## config.mk

```make
export PLATFORM = sky130hd
export DESIGN_NAME = brick_field_ctrl
export DESIGN_NICKNAME = d
export VERILOG_FILES = /design/src/rtl/brick_pkg.sv /design/src/rtl/brick_field_ctrl_hit_resolver.sv /design/src/rtl/brick_field_ctrl.sv
export SDC_FILE = /design/constraint.sdc
export NUM_CORES = 1
export LEC_CHECK = 0
export BUFFER_PORTS_ARGS = -buffer_cell sky130_fd_sc_hd__clkbuf_2
export CAP_MARGIN = 20
export CORE_ASPECT_RATIO = 0.8
export CORE_MARGIN = 4
export CORE_UTILIZATION = 41
export CTS_CLUSTER_DIAMETER = 60
export CTS_CLUSTER_SIZE = 30
export DETAILED_ROUTE_END_ITERATION = 6
export HOLD_SLACK_MARGIN = 0.02
export SYNTH_ARGS = -nofsm -noshare
export SYNTH_HDL_FRONTEND = slang
export SYNTH_SLANG_ARGS = --single-unit
```

## constraint.sdc

```tcl
create_clock -name clock -period 7.12 [get_ports clock]
set_clock_uncertainty 0.15 [all_clocks]
set_input_delay 1.068 -clock clock [delete_from_list [all_inputs] [get_ports clock]]
set_output_delay 1.068 -clock clock [all_outputs]
set_load 0.05 [all_outputs]
```

## src/rtl/brick_pkg.sv

```systemverilog
// Shared playfield definitions: geometry, ball direction codes, game-state encodings.
// Latency: n/a (types, constants and pure functions only).
// Backpressure: n/a.
package brick_pkg;

    localparam int          ROWS       = 12;
    localparam int          COLS       = 16;
    localparam int          CELLS      = ROWS * COLS;
    localparam logic [3:0]  PADDLE_ROW = 4'd11;
    // Highest row that may hold a brick; the paddle row sits below it.
    localparam logic [4:0]  LAST_BRICK_ROW = 5'd10;

    // Ball direction as produced by the stepper. RIGHT moves toward column 0.
    typedef enum logic [1:0] {
        UP_RIGHT   = 2'b00,
        UP_LEFT    = 2'b01,
        DOWN_RIGHT = 2'b10,
        DOWN_LEFT  = 2'b11
    } dir_t;

    // Externally visible game state.
    typedef enum logic [1:0] {
        GS_IDLE = 2'd0,
        GS_PLAY = 2'd1,
        GS_WIN  = 2'd2,
        GS_LOSE = 2'd3
    } game_state_t;

    // Internal controller state; SERVE is reported as PLAY.
    typedef enum logic [2:0] {
        ST_IDLE,
        ST_PLAY,
        ST_SERVE,
        ST_WIN,
        ST_LOSE
    } ctrl_state_t;

    // Flat bit position of a cell in the occupancy map (row*16 + col).
    function automatic logic [7:0] cell_index(input logic [3:0] row, input logic [3:0] col);
        return {row, col};
    endfunction

    // Freshly loaded brick field: rows top..top+nrows-1 fully populated.
    function automatic logic [CELLS-1:0] brick_map(input int top, input int nrows);
        logic [CELLS-1:0] m;
        m = '0;
        for (int r = 0; r < ROWS; r++) begin
            for (int c = 0; c < COLS; c++) begin
                if (r >= top && r < top + nrows) begin
                    m[r*COLS + c] = 1'b1;
                end
            end
        end
        return m;
    endfunction

    // Paddle cells in the paddle row starting at column pos.
    function automatic logic [CELLS-1:0] paddle_mask(input logic [3:0] pos, input int width);
        logic [CELLS-1:0] m;
        m = '0;
        for (int c = 0; c < COLS; c++) begin
            if (c >= int'(pos) && c < int'(pos) + width) begin
                m[int'(PADDLE_ROW)*COLS + c] = 1'b1;
            end
        end
        return m;
    endfunction

endpackage

```

## src/rtl/brick_field_ctrl_hit_resolver.sv

```systemverilog
// Finds which bricks around the ball are struck this step and how many.
// Latency: purely combinational, same-cycle result.
// Backpressure: none; evaluated every cycle.
module hit_resolver
    import brick_pkg::*;
(
    input  logic [3:0]       i_ball_row,
    input  logic [3:0]       i_ball_col,
    input  logic [1:0]       i_ball_dir,
    input  logic [CELLS-1:0] i_bricks,
    output logic [CELLS-1:0] o_clear_mask,
    output logic [1:0]       o_clear_cnt
);

    logic       w_up;
    logic       w_right;
    logic [4:0] w_v_row;
    logic [4:0] w_h_col;
    logic       w_row_ok;
    logic       w_v_ok;
    logic       w_h_ok;
    logic [7:0] w_v_idx;
    logic [7:0] w_h_idx;
    logic [7:0] w_d_idx;
    logic       w_v_hit;
    logic       w_h_hit;
    logic       w_d_hit;

    assign w_up    = ~i_ball_dir[1];
    assign w_right = ~i_ball_dir[0];

    // Neighbour coordinates computed one bit wider so that stepping off
    // row 0 / col 0 lands far out of range instead of wrapping to 15.
    assign w_v_row = w_up    ? ({1'b0, i_ball_row} - 5'd1) : ({1'b0, i_ball_row} + 5'd1);
    assign w_h_col = w_right ? ({1'b0, i_ball_col} - 5'd1) : ({1'b0, i_ball_col} + 5'd1);

    // Only rows 0..10 can hold bricks, which also keeps the paddle row untouchable.
    assign w_row_ok = ({1'b0, i_ball_row} <= LAST_BRICK_ROW);
    assign w_v_ok   = (w_v_row <= LAST_BRICK_ROW);
    assign w_h_ok   = (w_h_col <= 5'd15);

    assign w_v_idx = cell_index(w_v_row[3:0], i_ball_col);
    assign w_h_idx = cell_index(i_ball_row,   w_h_col[3:0]);
    assign w_d_idx = cell_index(w_v_row[3:0], w_h_col[3:0]);

    // Diagonal only counts as a hit when both edge neighbours are empty,
    // matching the stepper's bounce priority.
    assign w_v_hit = w_v_ok && i_bricks[w_v_idx];
    assign w_h_hit = w_row_ok && w_h_ok && i_bricks[w_h_idx];
    assign w_d_hit = w_v_ok && w_h_ok && !w_v_hit && !w_h_hit && i_bricks[w_d_idx];

    // Build the one-hot-per-hit clear mask and the clear count.
    always_comb begin
        o_clear_mask = '0;
        if (w_v_hit) o_clear_mask[w_v_idx] = 1'b1;
        if (w_h_hit) o_clear_mask[w_h_idx] = 1'b1;
        if (w_d_hit) o_clear_mask[w_d_idx] = 1'b1;
        o_clear_cnt = {1'b0, w_v_hit} + {1'b0, w_h_hit} + {1'b0, w_d_hit};
    end

endmodule

```

## src/rtl/brick_field_ctrl.sv

```systemverilog
// Breakout game-state stage: owns the brick/paddle map, score, lives and the ball respawn control.
// Latency: one clock; every output is registered and reflects the edge's decisions on the next cycle.
// Backpressure: none; one ball step is consumed on every clock edge.
module brick_field_ctrl
    import brick_pkg::*;
#(
    parameter int BRICK_TOP  = 1,   // first brick row
    parameter int BRICK_ROWS = 3,   // BRICK_TOP+BRICK_ROWS must not exceed 9
    parameter int PADDLE_W   = 4,   // 2..8
    parameter int LIVES      = 3    // 1..3
)
(
    input  logic              clock,
    input  logic              reset,
    input  logic              start,
    input  logic              paddle_inc,
    input  logic              paddle_dec,
    input  logic [3:0]        ball_row,
    input  logic [3:0]        ball_col,
    input  logic [1:0]        ball_dir,
    output logic [CELLS-1:0]  data,
    output logic              ball_rst_n,
    output logic [7:0]        score,
    output logic [7:0]        bricks_left,
    output logic [1:0]        lives,
    output logic [1:0]        game_state
);

    localparam logic [CELLS-1:0] BRICK_INIT  = brick_map(BRICK_TOP, BRICK_ROWS);
    localparam logic [3:0]       PAD_MAX     = 4'(16 - PADDLE_W);
    localparam logic [3:0]       PAD_INIT    = 4'((16 - PADDLE_W) / 2);
    localparam logic [7:0]       BRICKS_INIT = 8'(16 * BRICK_ROWS);
    localparam logic [1:0]       LIVES_INIT  = 2'(LIVES);
    localparam logic [CELLS-1:0] DATA_INIT   = BRICK_INIT | paddle_mask(PAD_INIT, PADDLE_W);

    ctrl_state_t      r_state;
    logic [CELLS-1:0] r_bricks;
    logic [3:0]       r_paddle_pos;
    logic [7:0]       r_score;
    logic [7:0]       r_bricks_left;
    logic [1:0]       r_lives;
    logic             r_ball_rst_n;
    logic [CELLS-1:0] r_data;
    game_state_t      r_game_state;

    ctrl_state_t      w_state_nxt;
    logic [CELLS-1:0] w_bricks_nxt;
    logic [3:0]       w_paddle_pos_nxt;
    logic [7:0]       w_score_nxt;
    logic [7:0]       w_bricks_left_nxt;
    logic [1:0]       w_lives_nxt;
    logic             w_ball_rst_n_nxt;
    logic [CELLS-1:0] w_data_nxt;
    game_state_t      w_game_state_nxt;

    logic [CELLS-1:0] w_clear_mask;
    logic [1:0]       w_clear_cnt;
    logic [8:0]       w_score_sum;
    logic [7:0]       w_left_after;
    logic             w_paddle_live;

    hit_resolver u_hit_resolver (
        .i_ball_row   (ball_row),
        .i_ball_col   (ball_col),
        .i_ball_dir   (ball_dir),
        .i_bricks     (r_bricks),
        .o_clear_mask (w_clear_mask),
        .o_clear_cnt  (w_clear_cnt)
    );

    assign w_score_sum  = {1'b0, r_score} + {7'd0, w_clear_cnt};
    assign w_left_after = r_bricks_left - {6'd0, w_clear_cnt};
    assign w_paddle_live = (r_state == ST_IDLE) || (r_state == ST_PLAY) || (r_state == ST_SERVE);

    // Next-state and next-output decode for the game sequencer, map and paddle.
    always_comb begin
        w_state_nxt       = r_state;
        w_bricks_nxt      = r_bricks;
        w_paddle_pos_nxt  = r_paddle_pos;
        w_score_nxt       = r_score;
        w_bricks_left_nxt = r_bricks_left;
        w_lives_nxt       = r_lives;
        w_game_state_nxt  = GS_IDLE;

        case (r_state)
            ST_IDLE: begin
                if (start) w_state_nxt = ST_PLAY;
            end
            ST_PLAY: begin
                if (ball_row == PADDLE_ROW) begin
                    // A miss pre-empts any clear pending on the same edge.
                    w_lives_nxt = r_lives - 2'd1;
                    w_state_nxt = (r_lives == 2'd1) ? ST_LOSE : ST_SERVE;
                end else begin
                    w_bricks_nxt      = r_bricks & ~w_clear_mask;
                    w_score_nxt       = w_score_sum[8] ? 8'hFF : w_score_sum[7:0];
                    w_bricks_left_nxt = w_left_after;
                    if (w_left_after == 8'd0) w_state_nxt = ST_WIN;
                end
            end
            ST_SERVE: begin
                // Single low cycle on ball_rst_n lets the stepper respawn.
                w_state_nxt = ST_PLAY;
            end
            ST_WIN, ST_LOSE: begin
                if (start) w_state_nxt = ST_IDLE;
            end
            default: begin
                w_state_nxt = ST_IDLE;
            end
        endcase

        // IDLE keeps the field freshly loaded, including the edge that enters it.
        if (r_state == ST_IDLE || w_state_nxt == ST_IDLE) begin
            w_bricks_nxt      = BRICK_INIT;
            w_score_nxt       = 8'd0;
            w_lives_nxt       = LIVES_INIT;
            w_bricks_left_nxt = BRICKS_INIT;
        end

        // Paddle moves one column per edge; simultaneous requests cancel.
        if (w_paddle_live) begin
            if (paddle_inc && !paddle_dec && r_paddle_pos < PAD_MAX) begin
                w_paddle_pos_nxt = r_paddle_pos + 4'd1;
            end else if (paddle_dec && !paddle_inc && r_paddle_pos != 4'd0) begin
                w_paddle_pos_nxt = r_paddle_pos - 4'd1;
            end
        end

        case (w_state_nxt)
            ST_PLAY, ST_SERVE: w_game_state_nxt = GS_PLAY;
            ST_WIN:            w_game_state_nxt = GS_WIN;
            ST_LOSE:           w_game_state_nxt = GS_LOSE;
            default:           w_game_state_nxt = GS_IDLE;
        endcase

        w_ball_rst_n_nxt = (w_state_nxt == ST_PLAY);
        w_data_nxt       = w_bricks_nxt | paddle_mask(w_paddle_pos_nxt, PADDLE_W);
    end

    // State and registered outputs; reset restores the freshly loaded field at once.
    always_ff @(posedge clock or negedge reset) begin
        if (!reset) begin
            r_state       <= ST_IDLE;
            r_bricks      <= BRICK_INIT;
            r_paddle_pos  <= PAD_INIT;
            r_score       <= 8'd0;
            r_bricks_left <= BRICKS_INIT;
            r_lives       <= LIVES_INIT;
            r_ball_rst_n  <= 1'b0;
            r_data        <= DATA_INIT;
            r_game_state  <= GS_IDLE;
        end else begin
            r_state       <= w_state_nxt;
            r_bricks      <= w_bricks_nxt;
            r_paddle_pos  <= w_paddle_pos_nxt;
            r_score       <= w_score_nxt;
            r_bricks_left <= w_bricks_left_nxt;
            r_lives       <= w_lives_nxt;
            r_ball_rst_n  <= w_ball_rst_n_nxt;
            r_data        <= w_data_nxt;
            r_game_state  <= w_game_state_nxt;
        end
    end

    assign data        = r_data;
    assign ball_rst_n  = r_ball_rst_n;
    assign score       = r_score;
    assign bricks_left = r_bricks_left;
    assign lives       = r_lives;
    assign game_state  = r_game_state;

endmodule

```

* After elaboration in Yosys (flattened, before gate mapping)
Index checks and enable logic that the tools add are counted. Widths: inputs -> output; s select.
Operators by class: reduce and logical (&&, ||, !) cells 46, order comparisons 41, multiply operators 0, shifts and indexed selects 0, add/subtract/negate cells 12, equal/unequal tests 11, divide/modulo/power cells 0, multiplexer cells 56, bitwise gates (word level) 5
Operators with widths (number):
- $mux 192 | 6
- $or 192x192->192 | 3
- $lt 5x32->1 const A | 7
- $and 192x192->192 | 1
- $not 192->192 | 1
- $lt 4x32->1 const A | 4
- $lt 3x32->1 const A | 2
- $mux 8 | 7
- $lt 1x32->1 const A | 1
- $lt 2x32->1 const A | 1
- $logic_and 1x1->1 | 29
- $ge 4x4->1 const A | 7
- $lt 8x9->1 const B | 3
- $bmux 1 s8 | 3
- $demux 1 s8 | 3
- $ge 8x1->1 const B | 3
- $mux 1 | 22
- $ge 3x4->1 const A | 4
- $mux 3 | 5
- $eq 3x2->1 const B | 4
- $mux 4 | 3
- $pmux 3 s4 | 1
- $add 4x1->5 const B | 2
- $le 5x4->1 const B | 2
- other kinds (30) | 47
Word-level totals: RAM bits 0, bits in latches 0, ROM bits 0, memories 0, word-level logic and storage cells 180, register bits 412

* Longest topological paths before layout
word-level depth 19, mapped depth 33, depth with buffers taken out 22

* Modules after synthesis
Synthesis repeated with hierarchy kept, for this count alone.
Unflattened totals: cells, all modules 2081, area total of the unflattened synthesis 18433.9 µm²
Modules (own cells, without submodules):
- brick_field_ctrl | times used 1, seq. area each 5978.2 µm², cells each 1118, area each 11081.9 µm²
- hit_resolver | times used 1, seq. area each 0.0 µm², cells each 963, area each 7352.1 µm²

* Worst setup path after synthesis
Ideal clock, no wire load.
path type input to register, start point in ball_col[1], end point reg r_data[3] (netlist: data[3]), data required time 6.892 ns, cell stages on the path 28, setup time 0.078 ns, path slack -0.684 ns, arrival 7.577 ns, cell sequence buf_2 buf_4 clkinv_1 fa_1 xnor2_4 mux4_1 o21ai_0 a21oi_1 o31a_1 a311oi_4 o21a_2 buf_8 buf_8 buf_4 and2_1 a21oi_1 ha_1 inv_1 fa_1 nor4_1 nand4b_1 nor3_1 o311a_1 nor2_1 a21oi_1 dlygate4sd3_1 o311ai_0 a21oi_1
Between the ends: word-level cells in the longest chain between the ends 18, elaborated cells between the ends (all ways) 54
RTL lines:
- start: declaration | line brick_field_ctrl.sv:19 | input logic [3:0] ball_col,
- $sub 4x1->5 or $add 4x1->5 (tied branches) | line brick_field_ctrl_hit_resolver.sv:35 | assign w_h_col = w_right ? ({1'b0, i_ball_col} - 5'd1) : ({1'b0, i_ball_col} + 5'd1);
- $mux 5 | line brick_field_ctrl_hit_resolver.sv:35
- $bmux 1 s8 or $le 5x4->1 (tied branches) | line brick_field_ctrl_hit_resolver.sv:49, brick_field_ctrl_hit_resolver.sv:40
- $mux 1 (not written as such) or $logic_and 1x1->1 (tied branches) | line brick_field_ctrl_hit_resolver.sv:49 | assign w_h_hit = w_row_ok && w_h_ok && i_bricks[w_h_idx];
- $logic_and 1x1->1 | line brick_field_ctrl_hit_resolver.sv:49
- $logic_not 1->1 | line brick_field_ctrl_hit_resolver.sv:50 | assign w_d_hit = w_v_ok && w_h_ok && !w_v_hit && !w_h_hit && i_bricks[w_d_idx];
- $logic_and 1x1->1 (2 in series) | line brick_field_ctrl_hit_resolver.sv:50
- $add 2x1->2 * | line brick_field_ctrl_hit_resolver.sv:58 | o_clear_cnt = {1'b0, w_v_hit} + {1'b0, w_h_hit} + {1'b0, w_d_hit};
- [2 not listed]
- $mux 3 * | line brick_field_ctrl.sv:98 | if (w_left_after == 8'd0) w_state_nxt = ST_WIN;
- $mux 3 * | line brick_field_ctrl.sv:90 | if (ball_row == PADDLE_ROW) begin
- $pmux 3 s4 * | line brick_field_ctrl.sv:85 | case (r_state)
- net w_state_nxt[1] | line brick_field_ctrl.sv:46 | ctrl_state_t w_state_nxt;
- $logic_not 3->1 * | line brick_field_ctrl.sv:114 | if (r_state == ST_IDLE || w_state_nxt == ST_IDLE) begin
- $logic_or 1x1->1 * | line brick_field_ctrl.sv:114
- $mux 192 * | line brick_field_ctrl.sv:114
- $or 192x192->192 * | line brick_field_ctrl.sv:138 | w_data_nxt = w_bricks_nxt | paddle_mask(w_paddle_pos_nxt, PADDLE_W);
- end signal: assignment | line brick_field_ctrl.sv:161 | r_data <= w_data_nxt;
- end: declaration | line brick_field_ctrl.sv:43 | logic [CELLS-1:0] r_data;
Mark *: on every way through the listed nets, which the timed path passes. The rest lies on a longest branch. The select of a mux whose other input is x is not followed. A chain may end at the register's enable or synchronous reset.

* Worst setup path in the final report
start point in ball_col[0], end point reg r_data[149] (netlist: data[149])
Same word-level chain as after synthesis.

==> summary.txt <==
Outcome
  • Status: completed

Timing
  • Tightest Pin Transition: roughly 1.2 ns
  • Hold slack: 0.378 ns
  • Max-slew violations: 0
  • RSZ-0062 raised after global routing: no
  • Final Hold Vio Count: 0
  • Number of setup violations in the final report: 0
  • F_max: 153 MHz
  • Period utilization: between 90% and 100%
  • Max-Slew Margin vs Limit: 21.7%
  • Final setup margin: ~0.60 ns
  • Final min period: 6.52 ns

Route
  • Via count: 15200
  • Routed wire length: 67.9 mm
  • Post-route DRC: 0
  • Wirelength per Cell: 29.6 um
  • Initial DRT Pass Iterations: 5
  • Initial DRC count: 1722
  • Vias per cell: 6.64
  • Final ANT Viol Nets: 0

Clocking
  • Root Driver: clkbuf_16
  • CTS buffer count: 24
  • Hold_buf cts: 0
  • CTS max path bufs: 3
  • Clock sinks: 236
  • Post-CTS sizing: 0
  • Postcts setup bufs: 0
  • Worst-Skew Late Latency: 0.57 ns
  • Total number of H-tree levels: 1
  • Clock-pin slew on the worst setup and hold paths: 0.07 ns
  • TritonCTS clock tree: built

Yosys
  • Primary FF master, synth: dfrtp_1
  • Post-synthesis cell area: about 17000 um2
  • Simple-gate share of the synthesized area: approximately 11%
  • Ys async rst share: 100%
  • Top post-synthesis cells by area: dfrtp_1, dfstp_2, mux4_2, buf_4, a21oi_1
  • Synth unique cells: 87
  • Syn Inst Count: 1720
  • Synth area leader: dfrtp_1
  • Sequential area share after synthesis: 34.8%
  • EDFF count, synth: 0
  • Syn. warnings: 0
  • Post-synthesis compound-gate area fraction: roughly 23%
  • Largest family of logic cells by synthesized area: compound AO/OA/AOI/OAI gates
  • Post-Syn Nets: 1768
  • Post-synthesis xor/xnor area fraction: 1.13%
  • Synth Register Bits: 236
  • Post-Synth Adder-Cell Area: under 10%
  • Multiplexer area fraction after synthesis: 14.4%
  • Mean area per synthesized cell: 9.97 um2
  • Synth top area share: 26.0%

Layout
  • Final nets: 1779
  • Fill cells: 3991
  • Layout cells sized above 1: 30.0%
  • Layout area overhead: 7.40%
  • Non-filler instance count after layout: 2294

Critical path
  • RR Startpoint: data[71]$_DFFE_PN0P_
  • CP Max Fanout: 35
  • Setup crit end kind: flip-flop
  • CP arrival: 6.84 ns
  • CP Launch Point: ball_col[0]
  • Required time worst endpoint: 7.44 ns
  • CP Class: input pin to flip-flop
  • Startpoint Class: input pin

Die
  • Num rows: between 60 and 70
  • Die height: 191 um
  • Initial Util: 41.9%
  • Die X: 237 um
  • DIE AREA: 45200 um2
  • Core Area: 41000 um2
  • Ports: 228

Placed design
  • Placed Cells: ~2200
  • Placer Congestion: 1.03
  • Hpwl dp: ~48 mm
  • Dpl ws: 0.138 ns
  • I/O Buffers: 227

Global route
  • Total track usage: 29.0%
  • Vias in the first global route: between 10000 and 15000
  • Pin count of the biggest net entering global routing: between 100 and 150
  • Antenna violations before repair: 3
  • Total grt overflow: 0
  • First-pass GRT wire length: 99.5 mm

Power and ir drop
  • Power Total: 4.86 mW
  • Maximum VDD drop: around 0.00026 V
  • Leak: 7.79 nW
  • Power per cell area: around 260 nW/um2

Min path
  • Hold_sp: data[61]$_DFFE_PN1P_
  • Type of the tightest min-delay check: flip-flop to flip-flop

Flow run
  • Max-cap violations: 0
worst paths after layout:
path | to | slack, ns | depth (start not counted)
hold / removal | data[61]$_DFFE_PN1P_ | 0.38 | 2
setup / recovery | data[149]$_DFFE_PN0P_ | 0.60 | 27
hold reg to reg | data[61]$_DFFE_PN1P_ | 0.38 | 2
max in group asynchronous | data[126]$_DFFE_PN0P_ | 5.23 | 2
setup reg to reg | data[149]$_DFFE_PN0P_ | 1.71 | 22
min in group asynchronous | data[9]$_DFFE_PN0P_ | 0.42 | 1
cell usage after synthesis (all sizes together), types with 4 or more instances:
cell / instances
clkbuf: 69
nand4: 16
and3: 14
mux2i: 39
a31oi: 7
or3: 14
nand3: 49
ha: 29
a221oi: 6
o311ai: 17
xnor2: 9
fa: 4
o41ai: 10
o211ai: 133
mux4: 87
nor4: 7
and2: 11
a21o: 5
dfstp: 58
or2: 12
o22ai: 31
dfrtp: 178
o32ai: 19
nand2b: 5
nor4b: 8
a211oi: 5
mux2: 5
buf: 244
o21ai: 67
nand2: 119
a22oi: 25
inv: 35
nor3b: 4
a21oi: 217
nor2b: 10
xor2: 11
nor3: 35
nor2: 64
placed cells by master, fill, tap and decap left out, types with 6 or more instances in the layout:
cell type and n:
dfrtp_1 178, nor4b_1 6, clkbuf_16 25, o21ai_1 7, o22ai_1 31, nand4_1 16
buf_4 63, xor2_1 10, o21ai_0 60, o211ai_1 132, or2_2 12, a31oi_1 7
o311ai_0 17, nor2b_1 10, o32ai_1 19, a21oi_1 214, ha_1 29, mux4_1 18
inv_1 34, nor2_1 63, mux4_2 67, and3_1 14, or3_1 14, xnor2_1 8
clkbuf_2 224, nand2_1 118, nor4_1 7, dfstp_2 58, mux2i_1 39, o41ai_4 10
and2_1 10, nor3_1 33, buf_12 9, a22oi_1 24, nand3_1 48
cell families after synthesis:
| group | after synthesis |
|---|---|
| AOI/OAI and AO/OA | 568 |
| and+or+nand+nor | 380 |
| buffers and inverters | 352 |
| DFF | 236 |
| muxes | 131 |
| adders and majority gates | 33 |
| xor gates and xnor gates | 20 |
flip-flops by register name, summed over array words and instances (netlist names):
signal,count
r_bricks,16
game_state,2
data,192
r_paddle_pos,4
lives,2
r_state,3
ball_rst_n,1
bricks_left,8
score,8
layout make-up:
class                      instances  area (um2)  share of cell area [%]
multi-input combinational       1132        8910                    48.4
sequential                       236        5980                    32.4
timing repair buffer             300        1820                    9.89
tap                              544         681                    3.69
clock buffer                      25         626                    3.40
clock inverter                    19         260                    1.41
inverter                          37         143                   0.774
antenna                            1        2.50                  0.0136
worst max-delay path: stages:
cell      delay [ns]
buf_4           0.11
inv_4           0.05
fa_2            0.59
buf_12          0.25
buf_4           0.30
mux4_1          0.22
nand2_1         0.08
a211oi_1        0.33
nor2_1          0.12
o31a_1          0.25
a221oi_1        0.39
o21a_2          0.24
nor2_1          0.07
a21oi_1         0.20
ha_1            0.18
inv_1           0.06
fa_1            0.46
nor4_1          0.29
nand4b_1        0.12
nor3_1          0.16
o311a_1         0.24
nor2_2          0.10
a21oi_4         0.17
buf_12          0.24
buf_12          0.23
o211ai_1        0.11
a21oi_1         0.15
routing by layer:
metal	vias to the layer above	share of wire (%)	track usage [%]
li1	6401	-	-
met1	7729	43	42.1
met2	953	42	41.3
met3	146	12	9.45
met4	2	3.3	8.33
met5	-	0.012	0
where the power goes:
| group | leakage, nW | internal, mW | switching [mW] |
|---|---|---|---|
| Sequential | 3.07 | 1.43 | 0.0562 |
| Combinational | 4.29 | 0.561 | 1.39 |
| Clock | 0.433 | 0.710 | 0.716 |
through the flow:
stage | util, % | cell area (um2) | TNS, ns
floorplan | - | 17300 | -0.485
global placement | 42.7 | 17500 | 0
detailed placement | 42.7 | 17500 | 0
CTS | 44.9 | 18400 | 0
global route | 45.0 | 18400 | 0
finish | 45.0 | 18400 | 0
Power figures use the tool's default switching activity.
